<file path="config.mk">
export PLATFORM = sky130hd
export DESIGN_NAME = game_timer
export DESIGN_NICKNAME = d
export VERILOG_FILES = /design/src/rtl/game_timer.sv
export SDC_FILE = /design/constraint.sdc
export NUM_CORES = 1
export LEC_CHECK = 0
export CAP_MARGIN = 10
export CORE_MARGIN = 2
export CORE_UTILIZATION = 58
export DETAILED_ROUTE_END_ITERATION = 7
export PLACE_DENSITY = 0.79
export SYNTH_ARGS = -nofsm -noshare
export SYNTH_HDL_FRONTEND = slang
export SYNTH_SLANG_ARGS = --single-unit
</file>
<file path="constraint.sdc">
create_clock -name clkIn -period 3.2 [get_ports clkIn]
set_input_delay 0.8 -clock clkIn [delete_from_list [all_inputs] [get_ports clkIn]]
set_output_delay 0.8 -clock clkIn [all_outputs]
set_load 0.02 [all_outputs]
</file>
<file path="src/rtl/game_timer.sv">
// game_timer
// Countdown timer for a single game round. Watches the game FSM's
// game_active level. A rising edge of that level reloads the count from
// GAME_SECONDS and starts a one-second countdown. Reaching zero produces a
// one-cycle timer_expired pulse for the game FSM.
//
// Ports:
//   clkIn         in   system clock (CLK_HZ cycles per second)
//   reset         in   asynchronous, active-high reset
//   game_active   in   registered level from the game FSM, high during a round
//   seconds_left  out  remaining seconds, binary
//   secs_tens     out  BCD tens digit of seconds_left
//   secs_ones     out  BCD ones digit of seconds_left
//   sec_tick      out  one-cycle pulse on every seconds decrement
//   timer_expired out  one-cycle pulse when the count reaches 0
//   low_time      out  high while counting with seconds_left <= WARN_SECONDS
//
// The FSM state is visible on the internal signal 'state' (type state_t).
module game_timer #(
    parameter int CLK_HZ       = 100_000_000,
    parameter int GAME_SECONDS = 30,
    parameter int WARN_SECONDS = 5
) (
    input  logic       clkIn,
    input  logic       reset,
    input  logic       game_active,
    output logic [6:0] seconds_left,
    output logic [3:0] secs_tens,
    output logic [3:0] secs_ones,
    output logic       sec_tick,
    output logic       timer_expired,
    output logic       low_time
);

    // Keep the prescaler at least one bit wide so CLK_HZ=1 still elaborates.
    localparam int            PW         = (CLK_HZ > 1) ? $clog2(CLK_HZ) : 1;
    localparam logic [PW-1:0] PRESC_LAST = PW'(CLK_HZ - 1);
    localparam logic [6:0]    LOAD_SECS  = 7'(GAME_SECONDS);
    localparam logic [3:0]    LOAD_TENS  = 4'(GAME_SECONDS / 10);
    localparam logic [3:0]    LOAD_ONES  = 4'(GAME_SECONDS % 10);
    localparam logic [6:0]    WARN_LIM   = 7'(WARN_SECONDS);
    // A round that starts already inside the warning window raises low_time at once.
    localparam logic          LOAD_LOW   = (GAME_SECONDS <= WARN_SECONDS);

    typedef enum logic [1:0] {
        ST_IDLE     = 2'd0,
        ST_COUNTING = 2'd1,
        ST_EXPIRED  = 2'd2
    } state_t;

    state_t        state, state_n;
    logic [PW-1:0] presc, presc_n;
    logic          active_d;
    logic [6:0]    secs_n;
    logic [3:0]    tens_n, ones_n;
    logic          tick_n, expired_n, low_n;
    logic          start;
    logic          terminal;

    assign start    = game_active & ~active_d;
    assign terminal = (presc == PRESC_LAST);

    always_ff @(posedge clkIn or posedge reset) begin
        if (reset) begin
            state         <= ST_IDLE;
            presc         <= '0;
            active_d      <= 1'b0;
            seconds_left  <= LOAD_SECS;
            secs_tens     <= LOAD_TENS;
            secs_ones     <= LOAD_ONES;
            sec_tick      <= 1'b0;
            timer_expired <= 1'b0;
            low_time      <= 1'b0;
        end else begin
            state         <= state_n;
            presc         <= presc_n;
            active_d      <= game_active;
            seconds_left  <= secs_n;
            secs_tens     <= tens_n;
            secs_ones     <= ones_n;
            sec_tick      <= tick_n;
            timer_expired <= expired_n;
            low_time      <= low_n;
        end
    end

    always_comb begin
        state_n   = state;
        presc_n   = presc;
        secs_n    = seconds_left;
        tens_n    = secs_tens;
        ones_n    = secs_ones;
        tick_n    = 1'b0;
        expired_n = 1'b0;
        low_n     = low_time;

        if (start) begin
            // A new round restarts from any state, including mid-count.
            state_n = ST_COUNTING;
            presc_n = '0;
            secs_n  = LOAD_SECS;
            tens_n  = LOAD_TENS;
            ones_n  = LOAD_ONES;
            low_n   = LOAD_LOW;
        end else begin
            case (state)
                ST_COUNTING: begin
                    if (!game_active) begin
                        // Abort wins over a coinciding terminal prescaler count.
                        state_n = ST_IDLE;
                        low_n   = 1'b0;
                    end else if (terminal) begin
                        presc_n = '0;
                        tick_n  = 1'b1;
                        secs_n  = seconds_left - 7'd1;
                        if (secs_ones == 4'd0) begin
                            ones_n = 4'd9;
                            tens_n = secs_tens - 4'd1;
                        end else begin
                            ones_n = secs_ones - 4'd1;
                        end
                        // COUNTING is only entered with a nonzero count, so
                        // the decrement from 1 is always the last one.
                        if (seconds_left == 7'd1) begin
                            expired_n = 1'b1;
                            state_n   = ST_EXPIRED;
                            low_n     = 1'b0;
                        end else begin
                            low_n = (secs_n <= WARN_LIM);
                        end
                    end else begin
                        presc_n = presc + PW'(1);
                    end
                end
                ST_EXPIRED: begin
                    // Count is held at 0 until the FSM drops game_active.
                    if (!game_active) begin
                        state_n = ST_IDLE;
                    end
                end
                default: begin
                    // IDLE: count frozen until the next start event.
                end
            endcase
        end
    end

endmodule

</file>
Word level (Yosys, flattened, before mapping)
Cells that the tools add are included.
{"block": "op_classes", "n_reduce_logical": 11, "n_addsub": 4, "n_lt_le_gt_ge": 1, "bitwise_logic": 2, "n_mux": 38, "eq_ne": 8}
{"op": "$mux 27", "n": 4}
{"op": "$mux 4", "n": 10}
{"op": "$mux 7", "n": 4}
{"op": "$add 27x1->27 const B", "n": 1}
{"op": "$eq 27x27->1 const B", "n": 1}
{"op": "$mux 1", "n": 14}
{"op": "$mux 2", "n": 5}
{"op": "$ne 4x4->1 const B", "n": 2}
{"op": "$reduce_and 4->1", "n": 2}
{"op": "$reduce_bool 2->1", "n": 4}
{"op": "$sub 4x1->4 const B", "n": 2}
{"op": "$eq 7x1->1 const B", "n": 1}
{"op": "$le 7x3->1 const B", "n": 1}
{"op": "$sub 7x1->7 const B", "n": 1}
{"op": "$logic_not 4->1", "n": 1}
{"op": "$pmux 2 s2", "n": 1}
{"op": "$reduce_and 2->1", "n": 2}
{"op": "$ne 3x1->1 const B", "n": 1}
{"op": "$ne 3x3->1 const B", "n": 1}
{"op": "$reduce_and 3->1", "n": 1}
{"op": "$reduce_bool 3->1", "n": 1}
{"op": "$eq 2x1->1 const B", "n": 1}
{"op": "$eq 2x2->1 const B", "n": 1}
{"op": "$and 1x1->1", "n": 1}
{"op": "$not 1->1", "n": 1}
{"block": "word_totals", "input_bits": 3, "regBits": 48, "elab_cells": 73, "output_inout_bits": 18}

Depth between registers and ports, before layout
{"block": "logic_depth", "word_depth": 7, "depth_mapped": 9, "mapped_depth_nobuf": 7}

Least setup slack after synthesis
OpenSTA, ideal clock, no wires.
{"block": "synth_path", "path_type": "flip-flop to flip-flop", "from": "register presc[0]", "to": "register seconds_left[5]", "path_stages_with_launch": 9, "synth_period_minus_slack_ns": 2.293, "t_arrival_ns": 2.224, "path_slack_ns": 0.907, "t_required_ns": 3.131, "path_buffers": 2, "cell_sequence": "dfrtp_1 -> ha_1 -> nand4_1 -> or4_1 -> clkbuf_2 -> or2_4 -> buf_6 -> or4_1 -> nand3_1"}
{"block": "synth_between", "elab_chain_len": 3}
{"element": "from (decl)", "line": "52", "text": "logic [PW-1:0] presc, presc_n;"}
{"element": "from (signal assigned)", "line": "76", "text": "presc <= presc_n;"}
{"element": "$eq 27x27->1", "line": "61", "text": "assign terminal = (presc == PRESC_LAST);"}
{"element": "$reduce_bool 2->1 (no line)"}
{"element": "$reduce_and 3->1 (no line)"}
{"element": "to (signal assigned)", "line": "78", "text": "seconds_left <= secs_n;"}
{"element": "to (decl)", "line": "27", "text": "output logic [6:0] seconds_left,"}
No other way between the ends.
A chain may end at the register's enable or synchronous reset.

Final worst setup path
{"block": "layout_path", "from": "register presc[0]", "to": "register secs_ones[3]"}
{"block": "layout_between", "elab_chain_len": 3}
{"element": "$eq 27x27->1", "line": "61"}
{"element": "$reduce_bool 2->1 (no line)"}
{"element": "$reduce_and 3->1 (no line)"}
{"element": "to (signal assigned)", "line": "80", "text": "secs_ones <= ones_n;"}
{"element": "to (decl)", "line": "29", "text": "output logic [3:0] secs_ones,"}
No other way between the ends.

==> results.txt <==
----------------------------------------------------
[Outcome]
  Status ... completed

[Finish]
  Number of nets in the layout ... 341
  Area of the multi-input gates ... 0.001449 mm^2
  Area growth from synthesis to layout ... 12.44%
  Sequential standard cell area ... 0.001209 mm^2
  Antenna cells ... 0
  Post-route insts no fill ... 386
  Final cell utilization of the core ... 67.19%
  Number of filler instances in the final layout ... 387
  Share of final-layout standard cells stronger than drive strength 1 ... 9.036%

[Clock tree]
  CTS root buf ... sky130_fd_sc_hd__clkbuf_8
  Count of buffers added by post-CTS timing repair for setup ... 0
  Clock tree from TritonCTS ... yes
  Cells resized by post-CTS repair ... 0
  Number of H-tree levels ... 2
  Number of sinks on the clock net ... 48
  Clock slew seen by the registers of the worst setup and hold paths ... 0.08 ns
  Clock buffers created by TritonCTS ... 5
  Clock insertion delay at the later pin of the skew report ... 0.31 ns
  Max clock buf depth ... 2
  Number of buffers added to fix hold violations after cts ... 0

[Floorplanning]
  Initial Util ... 59.76%
  Die X ... 73.30 um
  Die Footprint ... 0.005372 mm^2
  Chip height ... 73.30 um
  Number of top-level pins ... 21
  Area of the core ... 0.004661 mm^2
  Floorplan row count ... 25

[Timing]
  Setup Viol. Count Final ... 0
  Shortest period the worst path allows ... 2.655 ns
  Final hold viol count ... 0
  Setup repair after global routing missed its margin ... no
  Largest clock skew in the final design ... 0.01021 ns
  Final period util ... 82.96%
  Max-slew violation count ... 0
  Upper clock frequency limit ... 376.7 MHz
  Transition at the pin with the smallest max-transition slack ... 0.6305 ns
  Post-route setup TNS ... 0 ns
  Post-route worst hold slack ... 0.5227 ns
  Max transition margin ... 57.81%

[Placement]
  Post-detailed-placement half-perimeter wirelength ... 4.361 mm
  Placed cell count ... 378
  Final weighted congestion in routability-driven placement ... 0.8969
  Number of buffers added on ports ... 20

[Yosys]
  Synth cell count leaders ... sky130_fd_sc_hd__dfrtp_1, sky130_fd_sc_hd__nand2_1, sky130_fd_sc_hd__nor2_1
  Distinct cell type count of the synthesized netlist ... 55
  Synthesized cell area ... 0.002785 mm^2
  Largest area contributor in the netlist ... sky130_fd_sc_hd__dfrtp_1
  Synthesized netlist net count ... 323
  Post-synthesis compound-gate area fraction ... 16.17%
  Largest cells by area after synthesis ... sky130_fd_sc_hd__dfrtp_1, sky130_fd_sc_hd__dfstp_2, sky130_fd_sc_hd__nand2_1
  Number of enable-type register cells in the synthesized netlist ... 0
  Mux cell area share after synthesis ... 0.4043%
  Largest family of logic cells by synthesized area ... simple AND/OR/NAND/NOR gates
  Simple-gate portion of the synthesized area ... 27.76%
  Fraction of the mapped netlist area in adder cells ... 3.145%
  Cells after Synth ... 313
  Syn Area/Cell ... 8.898 um^2
  Xor/xnor cell area share of the yosys netlist ... 4.403%
  Most used DFF post-synth ... sky130_fd_sc_hd__dfrtp_1
  Sequential area share after synthesis ... 43.40%
  Fraction of post-synthesis cell area in the top cell type by area ... 37.74%
  #FFs+latches synth ... 48
  Total of warnings raised by yosys ... 0
  Most instantiated library cell after synthesis ... sky130_fd_sc_hd__dfrtp_1
  Ys async rst share ... 100.0%

[Setup path]
  Worst Path Arrival ... 2.82 ns
  Slowest-stage cell, CP ... sky130_fd_sc_hd__or4_1
  Crit start category ... register
  Endpoint required time on the critical path ... 3.36 ns
  Max Fanout on Critical Path ... 22
  Critical path endpoint category ... register
  Series of cell instances along the critical path ... ha_1 > nand4_1 > or4_1 > or2_4 > a21oi_2 > a21oi_1
  Category of the most critical setup path ... register to register
  Internal reg-to-reg setup slack ... 0.55 ns
  Critical Path Max Stage Delay ... 0.69 ns

[Detailed routing]
  Detailed-route DRC error count ... 0
  Average wire length per cell after detail routing ... 16.41 um
  Final Routed Wirelength ... 6.336 mm
  Number of DRC markers in iteration 0 ... 228
  Post-route antenna net violation count ... 0
  Count of TritonRoute iterations in the first routing pass ... 4
  Via Count ... 2424
  Via/cell ratio ... 6.280

[Hold path]
  Classification of the worst-slack hold path ... register to register

[Power]
  Logic gate share of total power ... 14.5%
  Part of the total power dissipated in sequential elements ... 55.7%
  Switching power summed over all nets ... 366.7 uW
  Leak Pwr ... 0.001309 uW
  P_int ... 905.4 uW
  Maximum vdd drop ... 0.1992 mV
  Clock group share of total power ... 29.8%
  Net Sw Frac ... 28.83%
  Power density cells ... 406.2 mW/mm^2

[GRT]
  Maximum number of pins on one net before global-route repair ... 49
  First-pass GRT wire length ... 10.67 mm
  Initial antenna violation count ... 0
  Via count of the first global-routing pass ... 2255
  Total routing resource utilization after global routing ... 25.55%
  Total gr overflow ... 0

[Run]
  Max-cap viol count ... 0

----------------------------------------------------
## power by group through the flow
| stage | combinational (uW) | clock [uW] | sequential [uW] |
|---|---|---|---|
| floorplan | 118 | 0 | 712 |
| global placement | 180 | 0 | 717 |
| detailed placement | 185 | 0 | 718 |
| CTS | 184 | 380 | 708 |
| global route | 206 | 408 | 717 |
| finish | 184 | 379 | 709 |
## path summary, 6_finish.rpt
check | end | from | cells after the start
worst max-delay path | secs_ones[3]$_DFFE_PP0P_ | presc[0]$_DFFE_PP0P_ | 6
worst min-delay path | secs_tens[1]$_DFFE_PP1P_ | secs_tens[1]$_DFFE_PP1P_ | 2
worst max register to register | secs_ones[3]$_DFFE_PP0P_ | presc[0]$_DFFE_PP0P_ | 6
worst min register to register | secs_tens[1]$_DFFE_PP1P_ | secs_tens[1]$_DFFE_PP1P_ | 2
max in group asynchronous | state[0]$_DFFE_PP0P_ | reset | 3
min in group asynchronous | secs_ones[1]$_DFFE_PP0P_ | reset | 3
## state kept, by name (all words and copies together), names as in the netlist
signal         count
presc             27
seconds_left       7
secs_ones          4
secs_tens          4
state              2
active_d           1
low_time           1
sec_tick           1
timer_expired      1
## routing by layer
metal  GRT usage [%]  part of all wire (%)
met1           36.85                    49
met2           38.54                    46
met3           5.761                   3.8
met4           8.081                   1.2
met5               0                     0
## stage by stage
stage	total power (uW)	worst slack, ns	instance area, um^2
5_1_grt	1332	0.3946	3132
2_1_floorplan	830.0	0.9065	2785
3_3_place_gp	897.4	0.4903	3042
3_5_place_dp	902.6	0.4119	3042
4_1_cts	1272	0.5344	3132
6_report	1272	0.5454	3132
## area by class of cell
| type | instances | share of cell area (%) |
|---|---|---|
| Tap cell | 54 | 2.157 |
| Sequential cell | 48 | 38.59 |
| Clock buffer | 8 | 2.877 |
| Inverter | 15 | 1.798 |
| Timing Repair Buffer | 28 | 8.310 |
| Multi-Input combinational cell | 233 | 46.26 |
## cell families after synthesis
logic type | Yosys count
muxes | 1
and+or+nand+nor | 143
DFF | 48
buffers and inverters | 32
adders and majority gates | 7
AOI/OAI and AO/OA | 68
xor gates and xnor gates | 14
## cell usage in the layout, fill, tap and decap left out, types with 11 or more instances in the layout
cell	count
sky130_fd_sc_hd__dfrtp_1	42
sky130_fd_sc_hd__nand2_1	28
sky130_fd_sc_hd__nor2_1	26
sky130_fd_sc_hd__clkdlybuf4s50_1	20
sky130_fd_sc_hd__inv_1	14
sky130_fd_sc_hd__nand3_1	14
sky130_fd_sc_hd__o21ai_0	14
sky130_fd_sc_hd__a21oi_1	12
sky130_fd_sc_hd__nand4_1	12
sky130_fd_sc_hd__nor3_1	11
## critical path, delay by kind of cell (launching register included)
family          cells  cell delay (ns)
compound gates      2             0.63
fa+ha+maj           1             0.25
flops               1             0.41
simple gates        3             1.24
Note: power is estimated with default switching activity, not from simulation.
